===== src/rtl/enc_dec_slave_if.sv =====
// enc_dec_slave_if
//   Device-side slave of the chip-select / Mosi / Miso serial link.
//   It receives a {message, key} frame MSB first and presents it to the AES
//   core with a one-cycle start pulse. It then waits for the core's result
//   and shifts that result back to the master on Miso, MSB first, after a
//   single turnaround cycle.
//
// Ports
//   in_clk      : link/system clock, all logic on posedge
//   rst         : asynchronous active-high reset
//   cs_enc_dec  : chip select, active low (low = frame in progress)
//   Mosi        : serial data from master, MSB first
//   Miso        : serial result to master, MSB first
//   msg_out     : received message block (MSG_W bits)
//   key_out     : received key (KEY_W bits)
//   core_start  : one-cycle start pulse to the core
//   core_done   : core result valid (level or pulse), sampled only in WAIT
//   core_result : core output block (MSG_W bits)
//   data_done   : one-cycle strobe after the last result bit has been sent
//   busy        : high in every state except IDLE
//
// Build option
//   MISO_TRISTATE_EN : when defined, Miso is high-Z in every state except
//                      TURN and SEND. The default build drives 0 instead.
//
// state | meaning
// IDLE  | waiting for chip select low; the first frame bit is captured here
// RECV  | shifting in the remaining frame bits
// START | core_start pulse
// WAIT  | waiting for core_done
// TURN  | one turnaround cycle, Miso = 0
// SEND  | shifting the result out on Miso
// DONE  | result sent; hold here until chip select goes high

module enc_dec_slave_if #(
  parameter int nk = 8,
  parameter int nb = 4,
  parameter int nr = 14
) (
  input  logic              in_clk,
  input  logic              rst,
  input  logic              cs_enc_dec,
  input  logic              Mosi,
  output logic              Miso,
  output logic [32*nb-1:0]  msg_out,
  output logic [32*nk-1:0]  key_out,
  output logic              core_start,
  input  logic              core_done,
  input  logic [32*nb-1:0]  core_result,
  output logic              data_done,
  output logic              busy
);

  localparam int MSG_W = 32 * nb;
  localparam int KEY_W = 32 * nk;
  localparam int F     = MSG_W + KEY_W;
  localparam int CW    = $clog2(F + 1);

  localparam logic [CW-1:0] LAST_RX = CW'(F - 1);
  localparam logic [CW-1:0] LAST_TX = CW'(MSG_W - 1);

  localparam logic [2:0] IDLE  = 3'd0;
  localparam logic [2:0] RECV  = 3'd1;
  localparam logic [2:0] START = 3'd2;
  localparam logic [2:0] WAIT  = 3'd3;
  localparam logic [2:0] TURN  = 3'd4;
  localparam logic [2:0] SEND  = 3'd5;
  localparam logic [2:0] DONE  = 3'd6;

  // nr is consumed by the core only; it is range-checked here so that a
  // misconfigured instance fails at elaboration.
  if (nk < 1 || nb < 1 || nr < 1) begin : g_param_check
    $error("enc_dec_slave_if: nk, nb and nr must all be positive");
  end

  logic [2:0]       state;
  logic [CW-1:0]    count;
  // Only F-1 bits of history are stored: the last frame bit arrives on Mosi
  // in the same cycle the frame is registered.
  logic [F-2:0]     sr;
  logic [MSG_W-1:0] piso;
  logic [F-1:0]     frame;

  assign frame = {sr, Mosi};

  always_ff @(posedge in_clk or posedge rst) begin
    if (rst) begin
      state     <= IDLE;
      count     <= '0;
      sr        <= '0;
      piso      <= '0;
      msg_out   <= '0;
      key_out   <= '0;
      data_done <= 1'b0;
    end else begin
      data_done <= 1'b0;
      case (state)
        IDLE: begin
          if (!cs_enc_dec) begin
            sr    <= frame[F-2:0];
            count <= CW'(1);
            state <= RECV;
          end
        end
        RECV: begin
          if (cs_enc_dec) begin
            state <= IDLE;
          end else begin
            sr    <= frame[F-2:0];
            count <= count + CW'(1);
            if (count == LAST_RX) begin
              msg_out <= frame[F-1:KEY_W];
              key_out <= frame[KEY_W-1:0];
              state   <= START;
            end
          end
        end
        START: begin
          state <= cs_enc_dec ? IDLE : WAIT;
        end
        WAIT: begin
          if (cs_enc_dec) begin
            state <= IDLE;
          end else if (core_done) begin
            piso  <= core_result;
            state <= TURN;
          end
        end
        TURN: begin
          if (cs_enc_dec) begin
            state <= IDLE;
          end else begin
            count <= '0;
            state <= SEND;
          end
        end
        SEND: begin
          if (cs_enc_dec) begin
            state <= IDLE;
          end else begin
            piso  <= {piso[MSG_W-2:0], 1'b0};
            count <= count + CW'(1);
            if (count == LAST_TX) begin
              state     <= DONE;
              data_done <= 1'b1;
            end
          end
        end
        DONE: begin
          // A chip select that is still low must not restart a frame.
          if (cs_enc_dec) state <= IDLE;
        end
        default: state <= IDLE;
      endcase
    end
  end

  assign core_start = (state == START);
  assign busy       = (state != IDLE);

`ifdef MISO_TRISTATE_EN
  always_comb begin
    Miso = 1'bz;
    if (state == TURN)      Miso = 1'b0;
    else if (state == SEND) Miso = piso[MSG_W-1];
  end
`else
  always_comb begin
    Miso = 1'b0;
    if (state == SEND) Miso = piso[MSG_W-1];
  end
`endif

endmodule


===== config.mk =====
export PLATFORM = sky130hd
export DESIGN_NAME = enc_dec_slave_if
export DESIGN_NICKNAME = d
export VERILOG_FILES = /design/src/rtl/enc_dec_slave_if.sv
export SDC_FILE = /design/constraint.sdc
export NUM_CORES = 2
export LEC_CHECK = 0
export CAP_MARGIN = 20
export CELL_PAD_IN_SITES_DETAIL_PLACEMENT = 2
export CELL_PAD_IN_SITES_GLOBAL_PLACEMENT = 2
export CORE_MARGIN = 2
export CORE_UTILIZATION = 42
export DETAILED_ROUTE_END_ITERATION = 16
export PLACE_DENSITY = 0.81
export SETUP_SLACK_MARGIN = 0.2
export SYNTH_ARGS = -nofsm -noshare
export SYNTH_HDL_FRONTEND = slang
export SYNTH_SLANG_ARGS = --single-unit

===== constraint.sdc =====
create_clock -name in_clk -period 51.9 [get_ports in_clk]
set_clock_uncertainty 0.15 [all_clocks]
set_input_delay 7.785 -clock in_clk [delete_from_list [all_inputs] [get_ports in_clk]]
set_output_delay 7.785 -clock in_clk [all_outputs]
set_load 0.01 [all_outputs]

==> impl_metrics.env <==
export IMPL_status="completed"
export IMPL_nets=2785
export IMPL_period_needed_ps=11930
export IMPL_required_ps=52400
export IMPL_critPathLaunch="rst"
export IMPL_antenna_found_initial=2
export IMPL_synthCells=2128
export IMPL_synth_most_common_cell="mux2_2"
export IMPL_syn_area_per_cell_um2=16.6
export IMPL_drt_pass1_iter_count=4
export IMPL_n_antenna_cell=0
export IMPL_hold_path_class="reg -> reg"
export IMPL_wl_um=102000
export IMPL_grt_util_all_layers_pct=23.6
export IMPL_fmax_mhz=83.8
export IMPL_cts_root_buf="clkbuf_16"
export IMPL_fin_cells=3807
export IMPL_drv_cap=0
export IMPL_clock_sinks=908
export IMPL_met3_wirelength_um=5640
export IMPL_area_growth_syn_to_layout_pct=27.1
export IMPL_hpwl_um=60700
export IMPL_synth_top_cell_area_share_pct=64.3
export IMPL_drt_iter0_drc=648
export IMPL_floorplan_initialDensity_pct=42.3
export IMPL_tns_ps=0
export IMPL_first_global_vias=23900
export IMPL_cts_buffer_depth=3
export IMPL_die_area_um2=86500
export IMPL_tritoncts="yes"
export IMPL_io_buffers=520
export IMPL_grt_pass1_wl_um=156000
export IMPL_arrival_ps=12430
export IMPL_dieWidth_um=294
export IMPL_fin_area_um2=44900
export IMPL_end_kind="async pin"
export IMPL_globalRouteOverflowTotal=0
export IMPL_h_tree_depth=3
export IMPL_min_delay_start="piso[88]"
export IMPL_synth_nets=2262
export IMPL_startpoint_type="input port"
export IMPL_wl_met1_um=38400
export IMPL_leakage_uw=0.0217
export IMPL_die_h_um=294
export IMPL_grt_max_degree=187
export IMPL_num_rows=106
export IMPL_coreArea_um2=83600
export IMPL_gp_congestion=0.747
export IMPL_synth_cell_types=37
export IMPL_syn_cell_area_um2=35400
export IMPL_place_area_um2=41500
export IMPL_worstPathMaxFanout=177
export IMPL_synth_ff_type="dfrtp_1"
export IMPL_drive_above_1_share_pct=44.1
export IMPL_drt_vias_per_instance=5.19
export IMPL_reg2reg_from="count[0]"
export IMPL_criticalPathCategory="in -> async"
export IMPL_worst_pin_slew_ps=1310
export IMPL_relSlewSlack_pct=13.0
export IMPL_cts_buffers=98
export IMPL_io_pins=521
export IMPL_wl_per_cell_um=26.7
export IMPL_synth_common_cells="mux2_2, dfrtp_1, buf_2"
export IMPL_ys_seq_elements=908
export IMPL_yosysTopAreaCell="dfrtp_1"
export IMPL_clk_pin_slew_ps=60
export IMPL_yosysSeqAreaShare_pct=64.3
export IMPL_post_cts_buffers=0
export IMPL_timing_final_crit_share_pct=23.0
export IMPL_ctsResizeCount=0
export IMPL_power_density_nw_per_um2=34.0
export IMPL_routed_via_count=19700
export IMPL_synth_enable_flop_cells=0
export IMPL_drc_errors=0
export IMPL_drv_slew=0
export IMPL_route_met2_wl_um=55300
export IMPL_dp_cells=3630
export IMPL_yosysWarningCount=0
export IMPL_top_layer="met5"
export IMPL_final_antenna_net_count=0
export IMPL_hold_violations=0
export IMPL_clk_latency_ps=650
export IMPL_setup_viol=0
export IMPL_ir_drop_v=0.0000427
export IMPL_synthArstFlopShare_pct=100
export IMPL_cts_hold_buf=0
export IMPL_rsz0062_at_grt="no"
export IMPL_yosys_top_cells_area="dfrtp_1, mux2_2, buf_4"
[cells by family after synthesis]
family | after synthesis | synth area share (%)
AOI/OAI and AO/OA | 26 | 0.471
xor gates and xnor gates | 1 | 0.0248
adders and majority gates | 1 | 0.0354
buffers and inverters | 124 | 1.87
DFF | 908 | 64.3
muxes | 1024 | 32.6
and+or+nand+nor | 44 | 0.719
[layout make-up]
cell class | instances | area, um2
clock buffers | 140 | 2830
clock inverters | 36 | 568
fillers | 7252 | 38600
inverters | 6 | 30.0
multi-input cells | 1096 | 12000
flip-flops and latches | 908 | 22700
well taps | 1080 | 1350
repair buffers | 541 | 5430
[registers in the layout, indices dropped and copies added, names as in the netlist]
name	cells
piso	128
count	9
sr	383
key_out	256
data_done	1
state	3
msg_out	128
[cell usage in the layout (no fill, tap or decap), drive strengths merged, types with 4 or more instances in the layout]
master / Yosys / final
a21oi: 5 / 5
buf: 91 / 21
bufinv: 0 / 11
clkbuf: 27 / 140
clkdlybuf4s50: 0 / 520
clkinv: 0 / 22
dfrtp: 908 / 908
inv: 6 / 7
mux2: 1020 / 1020
mux2i: 4 / 4
nand2: 11 / 11
nand2b: 4 / 4
nand3: 5 / 5
nand3b: 4 / 4
nor2: 5 / 5
nor4: 4 / 4
o21ai: 8 / 8
[path summary, 6_finish.rpt]
path / end / slack (ps) / cells past startpoint
hold reg to reg: piso[88] / 350 / 1
setup / recovery: key_out[9] / 39970 / 6
min in group asynchronous: key_out[173] / 7600 / 2
max in group in_clk: msg_out[13] / 39970 / 7
setup reg to reg: msg_out[13] / 47080 / 7
hold / removal: piso[88] / 350 / 1
[metal layers]
| layer | track usage, % | vias up |
|---|---|---|
| met2 | 44.2 | 447 |
| met5 | 0 | - |
| met3 | 5.39 | 142 |
| met4 | 5.99 | 4 |
| met1 | 27.0 | 10600 |
| li1 | - | 8580 |
[power breakdown]
group          total, uW  internal (uW)  switching [uW]
registers            733            721            12.5
logic               57.7           28.2            29.6
clock network        736            436             300
total               1530           1190             342
[stage by stage]
step                      utilization (%)  total power [uW]  setup WS, ps  hold slack (ps)
after floorplan                         -               778         18440              325
after global placement               49.7               797         39250              335
after detailed placement             49.7               802         39040              345
after CTS                            53.7              1550         39650              359
after global routing                 53.8              1580         39380              366
final                                53.8              1530         39970              353
[critical path, stage by stage]
cell and delay, ps:
clkdlybuf4s50_1 490, inv_8 640, buf_12 720, buf_4 860
buf_4 720, buf_4 820
Note: power is estimated with default switching activity, not from simulation.
